<file path="src/rtl/trap_ctrl_pkg.sv">
// ============================================================================
// Module  : trap_ctrl_pkg
// Purpose : Shared constants for the trap/return sequencer: FSM state
//           encodings, machine-mode CSR addresses and mstatus bit positions.
// Revision: 1.0 - initial release
// ============================================================================
`default_nettype none

package trap_ctrl_pkg;

  // FSM state encodings. ST_W_MTVAL is only reachable when TRAP_MTVAL_EN is
  // defined in the build.
  localparam logic [2:0] ST_IDLE      = 3'd0;
  localparam logic [2:0] ST_W_MEPC    = 3'd1;
  localparam logic [2:0] ST_W_MCAUSE  = 3'd2;
  localparam logic [2:0] ST_W_MTVAL   = 3'd3;
  localparam logic [2:0] ST_W_MSTATUS = 3'd4;
  localparam logic [2:0] ST_M_STATUS  = 3'd5;
  localparam logic [2:0] ST_REDIRECT  = 3'd6;

  // Machine-mode CSR addresses.
  localparam logic [31:0] CSR_MSTATUS = 32'h0000_0300;
  localparam logic [31:0] CSR_MTVEC   = 32'h0000_0305;
  localparam logic [31:0] CSR_MEPC    = 32'h0000_0341;
  localparam logic [31:0] CSR_MCAUSE  = 32'h0000_0342;
  localparam logic [31:0] CSR_MTVAL   = 32'h0000_0343;

  // mstatus bit positions.
  localparam int MSTATUS_MIE    = 3;
  localparam int MSTATUS_MPIE   = 7;
  localparam int MSTATUS_MPP_LO = 11;
  localparam int MSTATUS_MPP_HI = 12;

endpackage

`default_nettype wire

</file>
<file path="src/rtl/trap_ctrl_mstatus_next.sv">
// ============================================================================
// Module  : mstatus_next
// Purpose : Combinational mstatus update for trap entry and MRET.
// Ports   : mstatus_i  current mstatus
//           ret_i      0 = trap entry, 1 = MRET
//           mstatus_o  updated mstatus
// Revision: 1.0 - initial release
// ============================================================================
`default_nettype none

module mstatus_next
  import trap_ctrl_pkg::*;
(
  input  logic [31:0] mstatus_i,
  input  logic        ret_i,
  output logic [31:0] mstatus_o
);

  always_comb begin
    mstatus_o = mstatus_i;
    // The only privilege level implemented is M, so MPP is always 2'b11.
    mstatus_o[MSTATUS_MPP_HI:MSTATUS_MPP_LO] = 2'b11;
    if (ret_i) begin
      mstatus_o[MSTATUS_MIE]  = mstatus_i[MSTATUS_MPIE];
      mstatus_o[MSTATUS_MPIE] = 1'b1;
    end else begin
      mstatus_o[MSTATUS_MPIE] = mstatus_i[MSTATUS_MIE];
      mstatus_o[MSTATUS_MIE]  = 1'b0;
    end
  end

endmodule

`default_nettype wire

</file>
<file path="src/rtl/trap_ctrl.sv">
// ============================================================================
// Module  : trap_ctrl
// Purpose : Multi-cycle trap-entry / MRET sequencer. Owns the single CSR
//           write port, arbitrating between decode CSR writes and the
//           trap/return write sequence, stalls fetch while sequencing and
//           issues a one-cycle PC redirect to mtvec or mepc.
// Ports   : trap_req/cause/pc/tval  trap request from decode
//           mret_req                MRET request from decode
//           dec_csr_*               ordinary decode CSR write
//           mstatus/mtvec/mepc      current CSR values
//           csr_we/waddr/wdata      CSR file write port
//           stall, busy             pipeline hold / FSM not idle
//           redirect_valid/pc       one-cycle PC redirect
// Config  : TRAP_MTVAL_EN - when defined, an mtval write state is added and
//           trap_tval is captured; otherwise trap_tval is ignored.
// Revision: 1.0 - initial release
// ============================================================================
`default_nettype none

module trap_ctrl
  import trap_ctrl_pkg::*;
#(
  parameter logic [31:0] RESET_PC = 32'h0
) (
  input  logic        clk,
  input  logic        rst,
  input  logic        trap_req,
  input  logic [31:0] trap_cause,
  input  logic [31:0] trap_pc,
  input  logic [31:0] trap_tval,
  input  logic        mret_req,
  input  logic        dec_csr_wb,
  input  logic [31:0] dec_csr_addr,
  input  logic [31:0] dec_csr_wdata,
  input  logic [31:0] mstatus,
  input  logic [31:0] mtvec,
  input  logic [31:0] mepc,
  output logic        csr_we,
  output logic [31:0] csr_waddr,
  output logic [31:0] csr_wdata,
  output logic        stall,
  output logic        busy,
  output logic        redirect_valid,
  output logic [31:0] redirect_pc
);

  logic [2:0]  state_q, state_d;
  logic        is_mret_q, is_mret_d;   // redirect target: 1 = mepc, 0 = mtvec
  logic [31:0] pc_q, pc_d;
  logic [31:0] cause_q, cause_d;
`ifdef TRAP_MTVAL_EN
  logic [31:0] tval_q, tval_d;
`else
  // trap_tval has no consumer in this build.
  logic unused_tval;
  assign unused_tval = ^trap_tval;
`endif

  // mtvec's low bits hold the vectoring mode; only direct mode is used.
  logic unused_mtvec_mode;
  assign unused_mtvec_mode = ^mtvec[1:0];

  logic is_idle;
  logic accept;
  logic [31:0] mstatus_upd;

  assign is_idle = (state_q == ST_IDLE);
  assign accept  = is_idle & (trap_req | mret_req);

  mstatus_next u_mstatus_next (
    .mstatus_i (mstatus),
    .ret_i     (state_q == ST_M_STATUS),
    .mstatus_o (mstatus_upd)
  );

  // --------------------------------------------------------------------------
  // Next-state logic
  // --------------------------------------------------------------------------
  always_comb begin
    state_d   = state_q;
    is_mret_d = is_mret_q;
    pc_d      = pc_q;
    cause_d   = cause_q;
`ifdef TRAP_MTVAL_EN
    tval_d    = tval_q;
`endif
    case (state_q)
      ST_IDLE: begin
        // trap_req wins over mret_req when both are presented.
        if (trap_req) begin
          pc_d      = trap_pc;
          cause_d   = trap_cause;
`ifdef TRAP_MTVAL_EN
          tval_d    = trap_tval;
`endif
          is_mret_d = 1'b0;
          state_d   = ST_W_MEPC;
        end else if (mret_req) begin
          is_mret_d = 1'b1;
          state_d   = ST_M_STATUS;
        end
      end
      ST_W_MEPC:    state_d = ST_W_MCAUSE;
`ifdef TRAP_MTVAL_EN
      ST_W_MCAUSE:  state_d = ST_W_MTVAL;
      ST_W_MTVAL:   state_d = ST_W_MSTATUS;
`else
      ST_W_MCAUSE:  state_d = ST_W_MSTATUS;
`endif
      ST_W_MSTATUS: state_d = ST_REDIRECT;
      ST_M_STATUS:  state_d = ST_REDIRECT;
      ST_REDIRECT:  state_d = ST_IDLE;
      default:      state_d = ST_IDLE;
    endcase
  end

  always_ff @(posedge clk or posedge rst) begin
    if (rst) begin
      state_q   <= ST_IDLE;
      is_mret_q <= 1'b0;
      pc_q      <= '0;
      cause_q   <= '0;
`ifdef TRAP_MTVAL_EN
      tval_q    <= '0;
`endif
    end else begin
      state_q   <= state_d;
      is_mret_q <= is_mret_d;
      pc_q      <= pc_d;
      cause_q   <= cause_d;
`ifdef TRAP_MTVAL_EN
      tval_q    <= tval_d;
`endif
    end
  end

  // --------------------------------------------------------------------------
  // CSR write port: pass-through in IDLE, sequence writes decoded from state.
  // Reset gating is needed because IDLE pass-through is combinational from
  // the decode inputs.
  // --------------------------------------------------------------------------
  always_comb begin
    csr_we    = 1'b0;
    csr_waddr = '0;
    csr_wdata = '0;
    case (state_q)
      ST_IDLE: begin
        // An accepting cycle suppresses the decode write (e.g. ECALL's own
        // mcause write), since the sequence takes over the port.
        if (!accept) begin
          csr_we    = dec_csr_wb;
          csr_waddr = dec_csr_addr;
          csr_wdata = dec_csr_wdata;
        end
      end
      ST_W_MEPC: begin
        csr_we    = 1'b1;
        csr_waddr = CSR_MEPC;
        csr_wdata = {pc_q[31:2], 2'b00};
      end
      ST_W_MCAUSE: begin
        csr_we    = 1'b1;
        csr_waddr = CSR_MCAUSE;
        csr_wdata = cause_q;
      end
`ifdef TRAP_MTVAL_EN
      ST_W_MTVAL: begin
        csr_we    = 1'b1;
        csr_waddr = CSR_MTVAL;
        csr_wdata = tval_q;
      end
`endif
      ST_W_MSTATUS, ST_M_STATUS: begin
        csr_we    = 1'b1;
        csr_waddr = CSR_MSTATUS;
        csr_wdata = mstatus_upd;
      end
      default: begin
        csr_we    = 1'b0;
        csr_waddr = '0;
        csr_wdata = '0;
      end
    endcase
    if (rst) begin
      csr_we    = 1'b0;
      csr_waddr = '0;
      csr_wdata = '0;
    end
  end

  // --------------------------------------------------------------------------
  // Status and redirect. The redirect target is read live in REDIRECT so the
  // mepc/mtvec values reflect every write the sequence has committed.
  // --------------------------------------------------------------------------
  assign busy           = !is_idle;
  assign stall          = !rst & (accept | !is_idle);
  assign redirect_valid = (state_q == ST_REDIRECT);
  assign redirect_pc    = (state_q != ST_REDIRECT) ? RESET_PC :
                          is_mret_q ? mepc : {mtvec[31:2], 2'b00};

endmodule

`default_nettype wire

</file>
<file path="config.mk">
export PLATFORM = sky130hd
export DESIGN_NAME = trap_ctrl
export DESIGN_NICKNAME = d
export VERILOG_FILES = /design/src/rtl/trap_ctrl_pkg.sv /design/src/rtl/trap_ctrl_mstatus_next.sv /design/src/rtl/trap_ctrl.sv
export SDC_FILE = /design/constraint.sdc
export NUM_CORES = 1
export LEC_CHECK = 0
export CORE_AREA = 5 5 138 140
export CTS_CLUSTER_SIZE = 16
export DETAILED_ROUTE_END_ITERATION = 16
export DIE_AREA = 0 0 143 145
export PLACE_DENSITY = 0.67
export SLEW_MARGIN = 20
export SYNTH_ARGS = -nofsm -noshare
export SYNTH_HDL_FRONTEND = slang
export SYNTH_SLANG_ARGS = --single-unit
export TNS_END_PERCENT = 30
</file>
<file path="constraint.sdc">
create_clock -name clk -period 3 [get_ports clk]
set_input_delay 0.3 -clock clk [delete_from_list [all_inputs] [get_ports clk]]
set_output_delay 0.3 -clock clk [all_outputs]
set_load 0.02 [all_outputs]
</file>
==> results of run 1 <==
[layout by cell type (no fill, tap or decap), types with 2 or more instances in the layout]
cell             count
clkinvlp_4           2
nand3b_1            26
buf_12               4
a32oi_1             27
mux2_1              59
nor2b_1              4
nor2_1              36
a22oi_1              3
inv_1                2
and3_1               3
mux2i_1             30
a31oi_1              2
clkbuf_16            9
a21oi_1             40
buf_4               16
mux2_2               4
nand2_1             29
clkinv_2             3
and2_1              27
nand3_1              9
dfrtp_1             63
a2bb2oi_1            2
dfrtp_2              3
clkdlybuf4s50_1    322
clkbuf_1             2
o21ai_0              3
a21o_1              27
[power by group]
part | internal [uW] | switching, uW
Sequential | 1360 | 293
Combinational | 1790 | 1870
Clock | 557 | 408
Total | 3710 | 2570
[path summary, 6_finish.rpt]
kind	startpoint	to	depth (start not counted)
min in group asynchronous	rst	state_q[1]	3
max in group asynchronous	rst	cause_q[22]	3
worst min-delay path	cause_q[6]	cause_q[6]	1
worst max-delay path	state_q[0]	csr_wdata[4]	5
worst max register to register	state_q[0]	cause_q[12]	5
worst min register to register	cause_q[6]	cause_q[6]	1
[metrics by stage]
stage | instances | power, uW | instance area (um2) | hold WS (ps) | utilization, %
floorplan | 454 | 3820 | 4380 | 435 | -
global placement | 979 | 5320 | 7880 | 464 | 44.5
detailed placement | 979 | 5370 | 7880 | 475 | 44.5
CTS | 995 | 6370 | 8140 | 489 | 45.9
global route | 995 | 6720 | 8140 | 496 | 45.9
finish | 995 | 6270 | 8140 | 484 | 45.9
[layer usage]
layer,GRT usage (%),vias to the layer above
li1,-,2248
met1,21.9,2226
met2,31.2,197
met3,4.64,40
met4,6.75,2
met5,0,-
[cell families (layout without fill, tap and decap cells)]
family,Yosys count,count (layout),synth area share (%)
AND/OR/NAND/NOR,141,141,17.2
multiplexers,93,93,23.1
buffers and inverters,49,361,5.58
flip-flops,66,66,37.8
AO/OA/AOI/OAI,105,105,16.3
[cell type report]
cell class / instances / area (um2) / share of cell area [%]
clock inverter: 5 / 31.3 / 0.384
clock buffer: 11 / 233 / 2.86
timing repair buffer: 342 / 3420 / 42.1
sequential: 66 / 1660 / 20.3
multi-input combinational: 339 / 2500 / 30.7
inverter: 3 / 15.0 / 0.184
tap: 229 / 287 / 3.52
[flip-flops by register name, summed over array words and instances, names as in the netlist]
signal,count
pc_q,30
state_q,3
is_mret_q,1
cause_q,32
[worst max-delay path, stage by stage (launching register included)]
cell and delay (ps):
dfrtp_2 550, nor3_4 240, buf_4 370, a32oi_1 180, a21oi_1 150, clkdlybuf4s50_1 660
==> flow_summary_export.csv, run 1 <==
group,metric,value,unit
outcome,run_status,"completed",
floorplanning,die_x,143,um
clock_tree,clockRootBuffer,"clkbuf_16",
global_route,overflow,0,
timing,timing.fmax,359,MHz
floorplanning,dieArea,0.0207,mm2
logic_synthesis,synthesis.nets,715,
timing,rsz0062_at_grt,"false",
timing,fin_crit_sh,92.9,%
logic_synthesis,syn_inst,454,
routing,wl_per_cell,19.5,um
setup_path,worstSetupPathType,"flip-flop to output port",
global_route,grt_util_all_layers,18.2,%
routing,via_per_inst,4.74,
routing,drtIter0Drc,168,
routing,dr.pass1.iters,4,
timing,worstMarginPinSlew,616,ps
clock_tree,postCtsSetupRepairBufs,0,
global_route,grt_pass1_vias,4884,
routing,vias,4713,
logic_synthesis,synth_most_common_cell,"dfrtp_1",
clock_tree,clk_latency,340,ps
logic_synthesis,synth_top_cell_area_share,37.8,%
timing,tns,0,ps
clock_tree,cts.clk_slew.worst_paths,60,ps
place,dp_hpwl,14700,um
logic_synthesis,yosys_warnings,0,
logic_synthesis,ys_types,30,
cells_and_area,nets,1022,
global_route,grt_max_degree,45,
floorplanning,row_count,49,
setup_path,reg2reg_slack,650,ps
routing,top_layer,"met5",
floorplanning,initial_core_util,24.7,%
timing,period_minus_slack,2790,ps
logic_synthesis,syn_area_per_cell,9.63,um2
logic_synthesis,synth_top_area_cell,"dfrtp_1",
global_route,grt_pass1_wl,29400,um
setup_path,startpoint_type,"flip-flop",
timing,slew_viol_final,0,
clock_tree,clockBufferDepth,2,
clock_tree,clock-sinks,66,
setup_path,required,2700,ps
clock_tree,h-tree-depth,3,
cells_and_area,syn2layout_area_growth,86.2,%
routing,wl_met2,9550,um
place,place_ws,471,ps
logic_synthesis,ys_seq_area_share,37.8,%
logic_synthesis,synthFlopType,"dfrtp_1",
routing,wl_met3,1520,um
setup_path,crit_arrival,2490,ps
timing,slew_headroom,58.9,%
worst_hold_path,hold_class,"flip-flop to flip-flop",
timing,setup_viol,0,
routing,wl_met1,7770,um
pwr,p_leak,0.00315,uW
logic_synthesis,synth-edff-count,0,
run,drv_cap,0,
logic_synthesis,synthTopCellsByCount,"66 x dfrtp_1, 59 x mux2_1, 40 x a21oi_1",
cells_and_area,fill_cells,1732,
clock_tree,postCtsHoldBufs,0,
cells_and_area,n_antenna_cell,0,
pwr,p_per_area,771,mW/mm2
global_route,antenna_found_initial,1,
floorplanning,die_h,145,um
place,portBuffers,322,
clock_tree,cts_tree,"done",
timing,layout_setup_ws,214,ps
setup_path,worstPathMaxFanout,25,
routing,drc,0,
routing,wl,19400,um
timing,fin_worst_skew,6.91,ps
clock_tree,cts_resized,0,
timing,hold_viol,0,
routing,ant_nets,0,
logic_synthesis,async_flop_share,100,%
pwr,peakVddDrop,0.459,mV
logic_synthesis,ys_ff_latch,66,
setup_path,crit_path_end_kind,"output port",
logic_synthesis,yosys-top-cells-area,"dfrtp_1 38%, mux2_1 15%, mux2i_1 6.9%, a32oi_1 5.4%, a21o_1 4.6%",
floorplanning,coreArea,0.0177,mm2
place,finalWeightedCongestion,0.896,
clock_tree,cts_buffers,9,
floorplanning,io_pins,361,
cells_and_area,drive_gt1_share,6.14,%
logic_synthesis,syn-cell-area,0.00437,mm2
No activity file was read; power rests on OpenSTA's default activity.
==> run 2: changes to the inputs <==
--- a/config.mk
+++ b/config.mk
@@ -5,13 +5,12 @@
 export SDC_FILE = /design/constraint.sdc
 export NUM_CORES = 1
 export LEC_CHECK = 0
-export CORE_AREA = 5 5 138 140
+export CORE_AREA = 5 5 136 138
 export CTS_CLUSTER_SIZE = 16
 export DETAILED_ROUTE_END_ITERATION = 16
-export DIE_AREA = 0 0 143 145
-export PLACE_DENSITY = 0.67
-export SLEW_MARGIN = 20
+export DIE_AREA = 0 0 141 143
+export PLACE_DENSITY = 0.66
+export SLEW_MARGIN = 25
 export SYNTH_ARGS = -nofsm -noshare
 export SYNTH_HDL_FRONTEND = slang
 export SYNTH_SLANG_ARGS = --single-unit
-export TNS_END_PERCENT = 30
==> constraint.sdc (replaced) <==
create_clock -name clk -period 3.1 [get_ports clk]
set_input_delay 0.31 -clock clk [delete_from_list [all_inputs] [get_ports clk]]
set_output_delay 0.31 -clock clk [all_outputs]
set_load 0.02 [all_outputs]
==> flow_summary_export.csv, run 2 (synthesized netlist as in run 1, its figures left out) <==
group,metric,value,unit
cells_and_area,n_antenna_cell,0,
setup_path,worstReg2RegStart,"state_q[1]",
cells_and_area,multiInputGateArea,0.00249,mm2
routing,drtIter0Drc,211,
setup_path,r2r-end,"cause_q[30]",
place,dp_hpwl,15100,um
global_route,overflow,0,
clock_tree,cts_tree,"done",
cells_and_area,stdcell_area,0.00813,mm2
cells_and_area,final_common_cell,"clkdlybuf4s50_1",
worst_hold_path,min_path_cells,1,
setup_path,worstPathMaxFanout,26,
routing,wl_per_cell,19.4,um
floorplanning,initial_core_util,25.6,%
setup_path,critPathBufInv,2,
timing,slew_headroom,50.9,%
clock_tree,cts.clk_slew.worst_paths,50,ps
timing,worstMarginPinSlew,737,ps
clock_tree,clk_latency,330,ps
routing,via_per_inst,4.83,
clock_tree,cts_resized,0,
clock_tree,h-tree-depth,3,
routing,ant_nets,0,
routing,dr.pass1.iters,4,
setup_path,critical_path.cell_chain,"nor3b_4, buf_4, a32oi_1, a21oi_1, clkdlybuf4s50_1",
timing,timing.fmax,343,MHz
timing,setup_viol,0,
cells_and_area,nets,1020,
timing,hold_viol,0,
timing,hold_ws,485,ps
timing,rsz0062_at_grt,"false",
cells_and_area,largest_register,"cause_q",
worst_hold_path,min_to,"pc_q[12]",
global_route,grt_util_all_layers,18.1,%
cells_and_area,fill_cells,1568,
setup_path,required,2790,ps
setup_path,slowest_delay,730,ps
worst_hold_path,min_from,"pc_q[12]",
timing,tns,0,ps
global_route,grt_pass1_vias,5067,
setup_path,setup.worst_path.start,"state_q[1]",
clock_tree,cts_buffers,9,
cells_and_area,final_cell_mix,"321 x clkdlybuf4s50_1, 64 x dfrtp_1, 59 x mux2_1, 40 x a21oi_1, 36 x nor2_1",
floorplanning,die_x,141,um
pwr,peakVddDrop,0.348,mV
setup_path,reg2reg_slack,710,ps
setup_path,r2r_cells,5,
setup_path,critPathSlowestCell,"dfrtp_2",
setup_path,startpoint_type,"flip-flop",
cells_and_area,top_regs,"cause_q: 32 flops, pc_q: 30 flops, state_q: 3 flops",
timing,period_minus_slack,2920,ps
timing,fin_worst_skew,7.24,ps
floorplanning,coreArea,0.0171,mm2
outcome,run_status,"completed",
clock_tree,clockBufferDepth,2,
worst_hold_path,hold_class,"flip-flop to flip-flop",
floorplanning,row_count,48,
setup_path,worstSetupPathType,"flip-flop to output port",
timing,fin_crit_sh,94.1,%
place,placedCellCount,973,
pwr,p_leak,0.00315,uW
place,finalWeightedCongestion,0.877,
place,place_area,0.00784,mm2
cells_and_area,largest_reg_flops,32,
routing,wl,19100,um
cells_and_area,finalNonFillerCells,987,
routing,vias,4765,
place,portBuffers,322,
floorplanning,die_h,143,um
cells_and_area,syn2layout_area_growth,86.0,%
floorplanning,io_pins,361,
floorplanning,dieArea,0.0202,mm2
clock_tree,postCtsSetupRepairBufs,0,
timing,slew_viol_final,0,
clock_tree,clockRootBuffer,"clkbuf_16",
run,drv_cap,0,
setup_path,critPathTopFamily,"buffers and inverters",
cells_and_area,regArea,0.00165,mm2
global_route,antenna_found_initial,2,
global_route,grt_pass1_wl,28500,um
pwr,p_per_area,753,mW/mm2
routing,drc,0,
clock_tree,clock-sinks,66,
cells_and_area,drive_gt1_share,5.64,%
global_route,grt_max_degree,53,
clock_tree,postCtsHoldBufs,0,
setup_path,crit_path_end_kind,"output port",
setup_path,crit_arrival,2610,ps
==> run 2: how the worst max path moves through the flow <==
stage | endpoint | slack [ps] | depth (start not counted)
2_1_floorplan | csr_wdata[10] | 570 | 4
3_3_place_gp | csr_wdata[11] | 530 | 5
3_5_place_dp | csr_wdata[6] | 510 | 6
4_1_cts | csr_wdata[11] | 150 | 5
5_1_grt | csr_wdata[11] | 60 | 5
6_report | csr_wdata[6] | 180 | 5
==> run 2: metrics by stage <==
step	worst slack [ps]	util, %	total power [uW]
6_report	182	47.7	6120
5_1_grt	59.1	47.7	6520
4_1_cts	147	47.7	6200
3_5_place_dp	505	46.0	5150
3_3_place_gp	527	46.0	5060
2_1_floorplan	573	-	3690
==> run 2: routing by layer <==
layer	part of all wire, %	vias to the layer above	global-route usage (%)
met5	0.15	-	0
li1	-	2244	-
met3	8.2	34	5.29
met4	2.1	4	5.97
met2	49	229	30.9
met1	40	2254	22.1
==> run 2: area by class of cell <==
cell class                      instances  area share (%)
Clock buffer                           12            3.15
Clock inverter                          2           0.462
Inverter                                3           0.185
Multi-Input combinational cell        339            30.7
Sequential cell                        66            20.3
Tap cell                              225            3.46
Timing Repair Buffer                  340            41.7
==> run 2: power by group <==
part           switching, uW  total (uW)  internal, uW
registers                331        1640          1310
logic                   1750        3460          1710
clock network            363        1020           657
total                   2450        6120          3680
==> run 3: changes to the inputs <==
--- a/config.mk
+++ b/config.mk
@@ -5,10 +5,12 @@
 export SDC_FILE = /design/constraint.sdc
 export NUM_CORES = 1
 export LEC_CHECK = 0
-export CORE_AREA = 5 5 136 138
+export ABC_AREA = 1
+export CORE_AREA = 5 5 137 139
 export CTS_CLUSTER_SIZE = 16
 export DETAILED_ROUTE_END_ITERATION = 16
-export DIE_AREA = 0 0 141 143
+export DIE_AREA = 0 0 142 144
+export GPL_TIMING_DRIVEN = 0
 export PLACE_DENSITY = 0.66
 export SLEW_MARGIN = 25
 export SYNTH_ARGS = -nofsm -noshare
==> flow_summary_export.csv, run 3 <==
group,metric,value,unit
outcome,run_status,"completed",
setup_path,critPathTopFamily,"buffers and inverters",
timing,slew_viol_final,0,
routing,wl,22200,um
floorplanning,dieArea,0.0204,mm2
clock_tree,clock-sinks,66,
floorplanning,row_count,49,
logic_synthesis,synth-edff-count,0,
logic_synthesis,yosys_warnings,0,
logic_synthesis,syn_area_per_cell,5.89,um2
cells_and_area,syn2layout_area_growth,86.5,%
clock_tree,clockRootBuffer,"clkbuf_16",
logic_synthesis,syn_inst,754,
clock_tree,cts_buffers,9,
timing,fin_worst_skew,10.2,ps
timing,rsz0062_at_grt,"false",
routing,via_per_inst,4.44,
timing,slew_headroom,51.8,%
setup_path,crit_arrival,2600,ps
place,placedCellCount,1306,
cells_and_area,finalNonFillerCells,1324,
timing,worstMarginPinSlew,724,ps
global_route,grt_max_degree,31,
logic_synthesis,syn-cell-area,0.00444,mm2
timing,hold_ws,69.4,ps
pwr,p_sw,2780,uW
setup_path,critical_path.cell_chain,"buf_4, nor2_2, clkbuf_1, nand4_1, nand3_1, nand2_1, inv_1, clkdlybuf4s50_1",
cells_and_area,fill_cells,1846,
worst_hold_path,hold_class,"primary input to asynchronous set/reset pin",
run,drv_cap,0,
routing,drtIter0Drc,245,
floorplanning,io_pins,361,
setup_path,slowest_delay,590,ps
cells_and_area,regArea,0.00165,mm2
logic_synthesis,async_flop_share,100,%
global_route,grt_util_all_layers,20.3,%
logic_synthesis,synth_most_common_cell,"nand2_1",
logic_synthesis,synthesis.nets,1015,
clock_tree,cts.clk_slew.worst_paths,60,ps
setup_path,r2r_cells,10,
pwr,comb_power_share,59.1,%
logic_synthesis,ys_types,14,
routing,drc,0,
place,portBuffers,321,
cells_and_area,largest_reg_flops,32,
cells_and_area,nets,1350,
clock_tree,postCtsSetupRepairBufs,0,
setup_path,worstPathMaxFanout,10,
setup_path,cp.depth,8,
clock_tree,clk_latency,330,ps
floorplanning,coreArea,0.0175,mm2
cells_and_area,fin_util,47.2,%
logic_synthesis,synthTopCellsByCount,"436 x nand2_1, 99 x nor2_1, 66 x dfrtp_1",
setup_path,crit_path_end_kind,"output port",
pwr,p_sw_share,46.3,%
logic_synthesis,synth_top_cell_area_share,37.2,%
cells_and_area,drive_gt1_share,5.21,%
logic_synthesis,synth_top_area_cell,"dfrtp_1",
global_route,grt_pass1_wl,32300,um
cells_and_area,final_common_cell,"nand2_1",
global_route,antenna_found_initial,1,
setup_path,reg2reg_slack,1420,ps
setup_path,r2r-end,"pc_q[26]",
routing,dr.pass1.iters,4,
pwr,power.internal,3230,uW
routing,ant_nets,0,
timing,setup_viol,0,
place,finalWeightedCongestion,0.865,
pwr,peakVddDrop,0.358,mV
setup_path,required,2790,ps
timing,timing.fmax,343,MHz
floorplanning,die_h,144,um
logic_synthesis,yosys-top-cells-area,"dfrtp_1 37%, nand2_1 37%, nor2_1 8.4%, a21oi_1 4.4%, nand4_1 4.2%",
pwr,pwr-share-clk,15.9,%
logic_synthesis,synthFlopType,"dfrtp_1",
setup_path,critPathSlowestCell,"clkdlybuf4s50_1",
cells_and_area,top_regs,"cause_q: 32 flops, pc_q: 30 flops, state_q: 3 flops",
logic_synthesis,ys_ff_latch,66,
clock_tree,h-tree-depth,3,
global_route,grt_pass1_vias,5752,
cells_and_area,multiInputGateArea,0.00248,mm2
setup_path,worstReg2RegStart,"state_q[2]",
place,dp_hpwl,18000,um
global_route,overflow,0,
cells_and_area,largest_register,"cause_q",
floorplanning,initial_core_util,25.3,%
setup_path,setup.worst_path.start,"state_q[2]",
timing,hold_viol,0,
pwr,p_per_area,725,mW/mm2
setup_path,startpoint_type,"flip-flop",
setup_path,critPathBufInv,4,
logic_synthesis,ys_seq_area_share,37.2,%
clock_tree,clockBufferDepth,2,
pwr,p_leak,0.00387,uW
cells_and_area,final_cell_mix,"436 x nand2_1, 321 x clkdlybuf4s50_1, 99 x nor2_1, 66 x dfrtp_1, 39 x a21oi_1",
setup_path,worstSetupPathType,"flip-flop to output port",
routing,vias,5882,
timing,fin_crit_sh,94.0,%
routing,wl_per_cell,16.7,um
clock_tree,cts_tree,"done",
pwr,power_frac_seq,25.0,%
floorplanning,die_x,142,um
timing,period_minus_slack,2910,ps
setup_path,crit_path_end,"csr_wdata[0]",
## run 3: cell types whose count changed after synthesis, sizes merged, moves of 28 or more
cell / before / now
nand2: 30 / 436
mux2i: 30 / 0
mux2: 63 / 0
nor2: 37 / 102
nand4: 0 / 30
and2: 28 / 0
## run 3: how the worst min path moves through the flow
stage | endpoint | startpoint | cells past startpoint | slack [ps]
6_report | pc_q[22] | rst | 2 | 70
2_1_floorplan | pc_q[7] | trap_pc[7] | 2 | 430
4_1_cts | pc_q[18] | rst | 2 | 130
3_3_place_gp | pc_q[24] | pc_q[24] | 2 | 450
3_5_place_dp | pc_q[10] | pc_q[10] | 2 | 460
5_1_grt | pc_q[23] | rst | 2 | 90
## run 3: timing repair
item / in CTS / in global routing
gates resized for setup: 0 / 2
setup endpoints to repair: 0 / 25
hold buffers: 0 / 0
## run 3: worst reg2reg max path, stage by stage, from the launching register on
cell,delay (ps)
dfrtp_1,360
buf_4,170
inv_2,60
nand2_1,70
nor2_2,140
inv_2,90
nor2_8,190
inv_2,130
buf_2,220
nand2_1,90
nand2_1,50
## run 3: kinds of logic after synthesis
group / count (synthesis) / share of synthesized area (%)
AND/OR/NAND/NOR: 577 / 51.2
buffers and inverters: 70 / 7.04
flip-flops: 66 / 37.2
AO/OA/AOI/OAI: 41 / 4.62
## run 3: cell type report
| cell class | instances | area share, % |
|---|---|---|
| Clock inverter | 6 | 0.514 |
| Multi-Input combinational cell | 618 | 29.9 |
| Antenna cell | 1 | 0.0302 |
| Tap cell | 229 | 3.46 |
| Sequential cell | 66 | 19.9 |
| Timing Repair Buffer | 323 | 39.4 |
| Clock buffer | 10 | 2.88 |
| Timing Repair inverter | 1 | 0.0604 |
| Buffer | 51 | 2.93 |
| Inverter | 19 | 0.906 |
## run 3: per-stage QoR
step	power, uW	setup TNS (ps)	area, um2	setup WS (ps)
2_1_floorplan	3530	0	4450	410
3_3_place_gp	5040	-26610	7950	-1040
3_5_place_dp	5090	0	7990	81.1
4_1_cts	6060	0	8280	79.6
5_1_grt	6510	0	8280	21.7
6_report	6010	0	8280	187
## run 3: power groups by stage
| stage | registers, uW | logic (uW) | clock network [uW] |
|---|---|---|---|
| after floorplan | 1440 | 2090 | 0 |
| after global placement | 1500 | 3540 | 0 |
| after detailed placement | 1510 | 3580 | 0 |
| after CTS | 1500 | 3590 | 973 |
| after global routing | 1550 | 3950 | 1010 |
| final | 1500 | 3550 | 954 |
## run 3: per-layer routing
layer	GRT usage, %	share of wire, %	vias up
met5	0	0.077	-
met3	5.82	8.7	31
met2	34.3	48	243
met4	5.71	2.1	2
met1	25.3	41	2616
li1	-	-	2990
